==> src/rtl/spi_sp_receiver.sv <==
// Serial-to-parallel receiver: MSB-first word capture qualified by en, with a
// single-entry output holding register, valid/ack handshake and sticky overrun.
module spi_sp_receiver #(
  parameter int WIDTH = 4
) (
  input  logic             clock,
  input  logic             reset,
  input  logic             en,
  input  logic             din,
  input  logic             ack,
  output logic [WIDTH-1:0] data,
  output logic             valid,
  output logic             busy,
  output logic             overrun
);

  localparam int CW = $clog2(WIDTH + 1);
  localparam logic [CW-1:0] LAST_CNT = CW'(WIDTH - 1);

  typedef enum logic {
    IDLE  = 1'b0,
    SHIFT = 1'b1
  } state_t;

  state_t           r_state, w_state_next;
  logic [WIDTH-1:0] r_shift, w_shift_next;
  logic [CW-1:0]    r_cnt, w_cnt_next;
  logic [WIDTH-1:0] r_data, w_data_next;
  logic             r_valid, w_valid_next;
  logic             r_overrun, w_overrun_next;
  logic             w_word_done;
  logic [WIDTH-1:0] w_word;

  // The bit being sampled this edge always lands at the LSB.
  assign w_word = {r_shift[WIDTH-2:0], din};

  always_ff @(posedge clock) begin
    if (reset) begin
      r_state   <= IDLE;
      r_shift   <= '0;
      r_cnt     <= '0;
      r_data    <= '0;
      r_valid   <= 1'b0;
      r_overrun <= 1'b0;
    end else begin
      r_state   <= w_state_next;
      r_shift   <= w_shift_next;
      r_cnt     <= w_cnt_next;
      r_data    <= w_data_next;
      r_valid   <= w_valid_next;
      r_overrun <= w_overrun_next;
    end
  end

  always_comb begin
    w_state_next   = r_state;
    w_shift_next   = r_shift;
    w_cnt_next     = r_cnt;
    w_data_next    = r_data;
    w_valid_next   = r_valid;
    w_overrun_next = r_overrun;
    w_word_done    = 1'b0;

    case (r_state)
      IDLE: begin
        if (en) begin
          w_shift_next = {{(WIDTH-1){1'b0}}, din};
          w_cnt_next   = CW'(1);
          w_state_next = SHIFT;
        end
      end
      SHIFT: begin
        if (!en) begin
          // Abort: partial frame is discarded without touching the output side.
          w_state_next = IDLE;
          w_shift_next = '0;
          w_cnt_next   = '0;
        end else if (r_cnt == LAST_CNT) begin
          w_word_done  = 1'b1;
          w_state_next = IDLE;
          w_shift_next = '0;
          w_cnt_next   = '0;
        end else begin
          w_shift_next = w_word;
          w_cnt_next   = r_cnt + CW'(1);
        end
      end
      default: begin
        w_state_next = IDLE;
      end
    endcase

    // An ack on the completing edge frees the holding register in time.
    if (w_word_done) begin
      if (!r_valid || ack) begin
        w_data_next  = w_word;
        w_valid_next = 1'b1;
      end else begin
        w_overrun_next = 1'b1;
      end
    end else if (ack && r_valid) begin
      w_valid_next = 1'b0;
    end
  end

  assign data    = r_data;
  assign valid   = r_valid;
  assign busy    = (r_state == SHIFT);
  assign overrun = r_overrun;

endmodule

==> config.mk <==
export PLATFORM = sky130hd
export DESIGN_NAME = spi_sp_receiver
export DESIGN_NICKNAME = d
export VERILOG_FILES = /design/src/rtl/spi_sp_receiver.sv
export SDC_FILE = /design/constraint.sdc
export NUM_CORES = 1
export LEC_CHECK = 0
export CORE_AREA = 2 2 39 41
export CTS_CLUSTER_DIAMETER = 80
export DETAILED_ROUTE_END_ITERATION = 10
export DIE_AREA = 0 0 41 43
export SYNTH_ARGS = -nofsm -noshare
export SYNTH_HDL_FRONTEND = slang
export SYNTH_SLANG_ARGS = --single-unit
==> constraint.sdc <==
create_clock -name clock -period 2.5 [get_ports clock]
set_input_delay 0.375 -clock clock [delete_from_list [all_inputs] [get_ports clock]]
set_output_delay 0.375 -clock clock [all_outputs]
set_load 0.005 [all_outputs]
### After elaboration in Yosys (flattened, before gate mapping)

Cells that the tools add are included.

| word-level totals | value |
|---|---|
| logic and storage cells | 37 |
| output and inout bits | 7 |
| bits in registers | 13 |

| cells by class | value |
|---|---|
| bitwise logic cells | 2 |
| reductions and logical operators | 7 |
| mux-type cells | 18 |
| eq/ne operators | 3 |
| add/sub/neg operators | 1 |

Operators by type and width:

| cell | count |
|---|---|
| 2-to-1 mux 3 bit | 6 |
| one-hot mux 3 bit (2 select lines) | 2 |
| 2-to-1 mux 1 bit | 9 |
| AND reduction 2 bit | 3 |
| adder 3 x 1 -> 3 bit (second input constant) | 1 |
| == test 3 x 2 -> 1 bit (second input constant) | 1 |
| != test 2 x 1 -> 1 bit (second input constant) | 1 |
| != test 2 bit (second input constant) | 1 |
| inverter 1 bit | 2 |
| one-hot mux 1 bit (2 select lines) | 1 |
| nonzero test 2 bit | 1 |
| logical AND 1 bit | 1 |
| logical NOT 1 bit | 1 |
| logical OR 1 bit | 1 |

### Logic depth before layout (Yosys ltp)

| logic depth | value |
|---|---|
| word-level depth | 6 |
| mapped depth | 4 |
| gate-level depth less buffers | 4 |

### Least setup slack after synthesis

OpenSTA, ideal clock, no wires.

| path | value |
|---|---|
| kind | register to register |
| from | register r_cnt[0] |
| to | register r_data[0], in the netlist data[0] |
| setup slack | 1.423 ns |
| cell stages (with the launch flop) | 5 |
| data arrival time | 0.945 ns |
| clock period less this slack | 1.077 ns |
| setup time | 0.132 ns |
| buffers on the path | 0 |
| cell sequence | dfxtp_1 ha_1 nand4b_1 o21ai_0 a21oi_1 |

| on the way | value |
|---|---|
| longest elaborated chain between the ends | 5 |

Ends and longest elaborated chain:

| element | RTL line | text |
|---|---|---|
| start, declared | 27 | `logic [CW-1:0] r_cnt, w_cnt_next;` |
| start signal, assigned | 48 | `r_cnt <= w_cnt_next;` |
| == test 3 x 2 -> 1 bit | 78 | `end else if (r_cnt == LAST_CNT) begin` |
| 2-to-1 mux 1 bit | 78 |  |
| 2-to-1 mux 1 bit | 73 | `if (!en) begin` |
| 2-to-1 mux 1 bit | 64 | `case (r_state)` |
| AND reduction 2 bit (no line) | - |  |
| end signal, assigned | 49 | `r_data <= w_data_next;` |
| end, declared | 28 | `logic [WIDTH-1:0] r_data, w_data_next;` |

Every way passes these cells.
A chain may end at the register's enable or synchronous reset.

### Final worst setup path

| path | value |
|---|---|
| from | register r_state, in the netlist busy |
| to | output busy |

RTL lines:

| element | RTL line | text |
|---|---|---|
| start, declared | 25 | `state_t r_state, w_state_next;` |
| start signal, assigned | 46 | `r_state <= w_state_next;` |
| end, declared | 13 | `output logic busy,` |

No word-level cell between the ends.

==> results.sh <==
export IMPL_yosysMostFrequentCell="dfxtp_1"
export IMPL_crit_chain="clkdlybuf4s50_1"
export IMPL_crit_path_end_kind="primary output"
export IMPL_critPathLaunch="busy"
export IMPL_status="finished clean"
export IMPL_route_detailed_drc=0
export IMPL_start_util_pct=36.3
export IMPL_postLayoutCellArea_um2=656
export IMPL_hold_path_cell_count=2
export IMPL_ant_nets=0
export IMPL_setup_viol=0
export IMPL_cts_tree="done"
export IMPL_rr_endpoint="data[3]"
export IMPL_arrival_ns=1.24
export IMPL_finalHoldWorstSlack_ns=0.478
export IMPL_synth_edf_count=0
export IMPL_critPathSlowestCell="clkdlybuf4s50_1"
export IMPL_hold_class="register to register"
export IMPL_wl_met1_um=443
export IMPL_hold_viol=0
export IMPL_gp_congestion=0.734
export IMPL_fin_skew_ns=0.00644
export IMPL_die_height_um=43
export IMPL_drive_gt1_share_pct=7.35
export IMPL_cap_violations=0
export IMPL_finalCritPeriodShare_pct=64.8
export IMPL_rrSetupSlack_ns=1.19
export IMPL_dp_slack_ns=0.879
export IMPL_max_freq_mhz=617
export IMPL_dieWidth_um=41
export IMPL_vias_per_cell=5.17
export IMPL_fin_ws_ns=0.880
export IMPL_synth_nets=60
export IMPL_powerDensity_nw_per_um2=551
export IMPL_grt_pass1_wl_mm=1.51
export IMPL_syn2layout_area_growth_pct=30.3
export IMPL_synth_area_um2=503
export IMPL_grt_pass1_vias=383
export IMPL_port_buffer_count=11
export IMPL_synth_distinct_cells=19
export IMPL_wl_met2_um=401
export IMPL_ys_async_sr_fraction_pct=0
export IMPL_rows=14
export IMPL_rsz0062_at_grt="false"
export IMPL_overflow=0
export IMPL_synth_seq_area_share_pct=51.7
export IMPL_critPathMaxFanout=7
export IMPL_crit_buf_inv=1
export IMPL_rr_startpoint="r_cnt[0]"
export IMPL_wl_met3_um=34
export IMPL_drt_iter0_markers=10
export IMPL_cts_root_buffer="clkbuf_4"
export IMPL_crit_type="register to primary output"
export IMPL_p_leak_nw=0.224
export IMPL_crit_path_start_kind="register"
export IMPL_num_antenna_cells=0
export IMPL_fin_tns_setup_ns=0
export IMPL_core_area_um2=1380
export IMPL_cts_buffers_inserted=3
export IMPL_cts_setup_buffers=0
export IMPL_clockBufferDepth=2
export IMPL_worst_ir_drop_vdd_mv=0.313
export IMPL_antenna_found_initial=0
export IMPL_hold_path_startpoint="r_shift[2]"
export IMPL_dieArea_um2=1760
export IMPL_wl_per_cell_um=10.8
export IMPL_ff2ff_path_depth=4
export IMPL_worst_endpoint_required_ns=2.12
export IMPL_worst_hold_path_endpoint="data[3]"
export IMPL_synth_top_area_share_pct=51.7
export IMPL_drv_slew=0
export IMPL_grt_max_degree=14
export IMPL_htree_levels=1
export IMPL_synthTopCellsByArea="dfxtp_1 52%, a21oi_1 7.0%, a32oi_1 7.0%, nor2_1 6.0%, nand3_1 4.0%"
export IMPL_syn_avg_cell_area_um2=9.31
export IMPL_clk_transition_reported_paths_ns=0.08
export IMPL_placedInstanceArea_um2=629
export IMPL_ys_ff_latch=13
export IMPL_firstDrtPassIters=3
export IMPL_slew_headroom_pct=71.9
export IMPL_synthCells=54
export IMPL_synthTopCellsByCount="13 x dfxtp_1, 8 x nor2_1, 7 x a21oi_1"
export IMPL_finalCriticalPeriod_ns=1.62
export IMPL_ys_flop_type="dfxtp_1"
export IMPL_layout_nets=75
export IMPL_max_stage_delay_ns=0.54
export IMPL_clock_sinks=13
export IMPL_track_usage_pct=12.7
export IMPL_wl_um=908
export IMPL_ys_warn_count=0
export IMPL_yosysTopAreaCell="dfxtp_1"
export IMPL_holdBufCountCts=0
export IMPL_postCtsResizedCells=0
export IMPL_cp_top_family="buffers and inverters"
export IMPL_topRoutingLayerUsed="met4"
export IMPL_ios=12
export IMPL_clk_latency_ns=0.27
export IMPL_tightestPinTransition_ns=0.420
export IMPL_via_count=434
## power breakdown
group	internal (W)	switching, W
clock network	0.0000617	0.0000641
registers	0.000210	0.00000351
logic	0.0000115	0.0000103
total	0.000284	0.0000779
## logic make-up (layout without fill, tap and decap cells)
family / Yosys count / after routing / share of synthesized area (%)
buffers and inverters: 2 / 16 / 1.49
flip-flops: 13 / 13 / 51.7
adder cells (fa/ha/maj): 1 / 1 / 2.49
AO/OA/AOI/OAI: 16 / 16 / 19.4
AND/OR/NAND/NOR: 22 / 22 / 24.9
## routing by layer
metal | vias up | global-route usage [%]
met5 | - | 0
met4 | 0 | 8.00
met3 | 4 | 4.71
met2 | 7 | 16.3
met1 | 197 | 17.4
li1 | 226 | -
## worst max path at each step
stage	endpoint	slack, ns	depth (start not counted)
floorplan	data[0]	1.42	4
global placement	data[3]	0.92	4
detailed placement	data[1]	0.88	4
CTS	busy	0.88	1
global route	busy	0.80	1
finish	busy	0.88	1
## sequential cells by signal, indices dropped and copies added (netlist names)
signal	flops
valid	1
r_shift	3
r_cnt	3
data	4
overrun	1
busy	1
## stage by stage
stage	cells	util (%)	total power, W
2_1_floorplan	54	-	0.000228
3_3_place_gp	80	45.5	0.000241
3_5_place_dp	80	45.5	0.000241
4_1_cts	84	47.4	0.000363
5_1_grt	84	47.4	0.000382
6_report	84	47.4	0.000362
## layout make-up
class / count / area, µm²
Inverter: 1 / 3.75
Clock buffer: 4 / 26.3
Fill cell: 134 / 728
Multi-Input combinational cell: 39 / 235
Timing Repair Buffer: 11 / 110
Sequential cell: 13 / 260
Tap cell: 16 / 20.0
## cells in the final DEF (no fill, tap or decap)
cell type and instances:
dfxtp_1 13, clkdlybuf4s50_1 11, nor2_1 8, a21oi_1 7
a32oi_1 4, nand3_1 4, o21ai_0 4, clkbuf_4 3
nand2b_1 2, and2_2 1, nand3b_1 1, and4b_4 1
or2b_1 1, nand4b_1 1, nor2b_1 1, inv_1 1
nor3b_1 1, nand2_1 1, a211oi_1 1, ha_1 1
clkbuf_1 1
(Power assumes the default switching activity.)
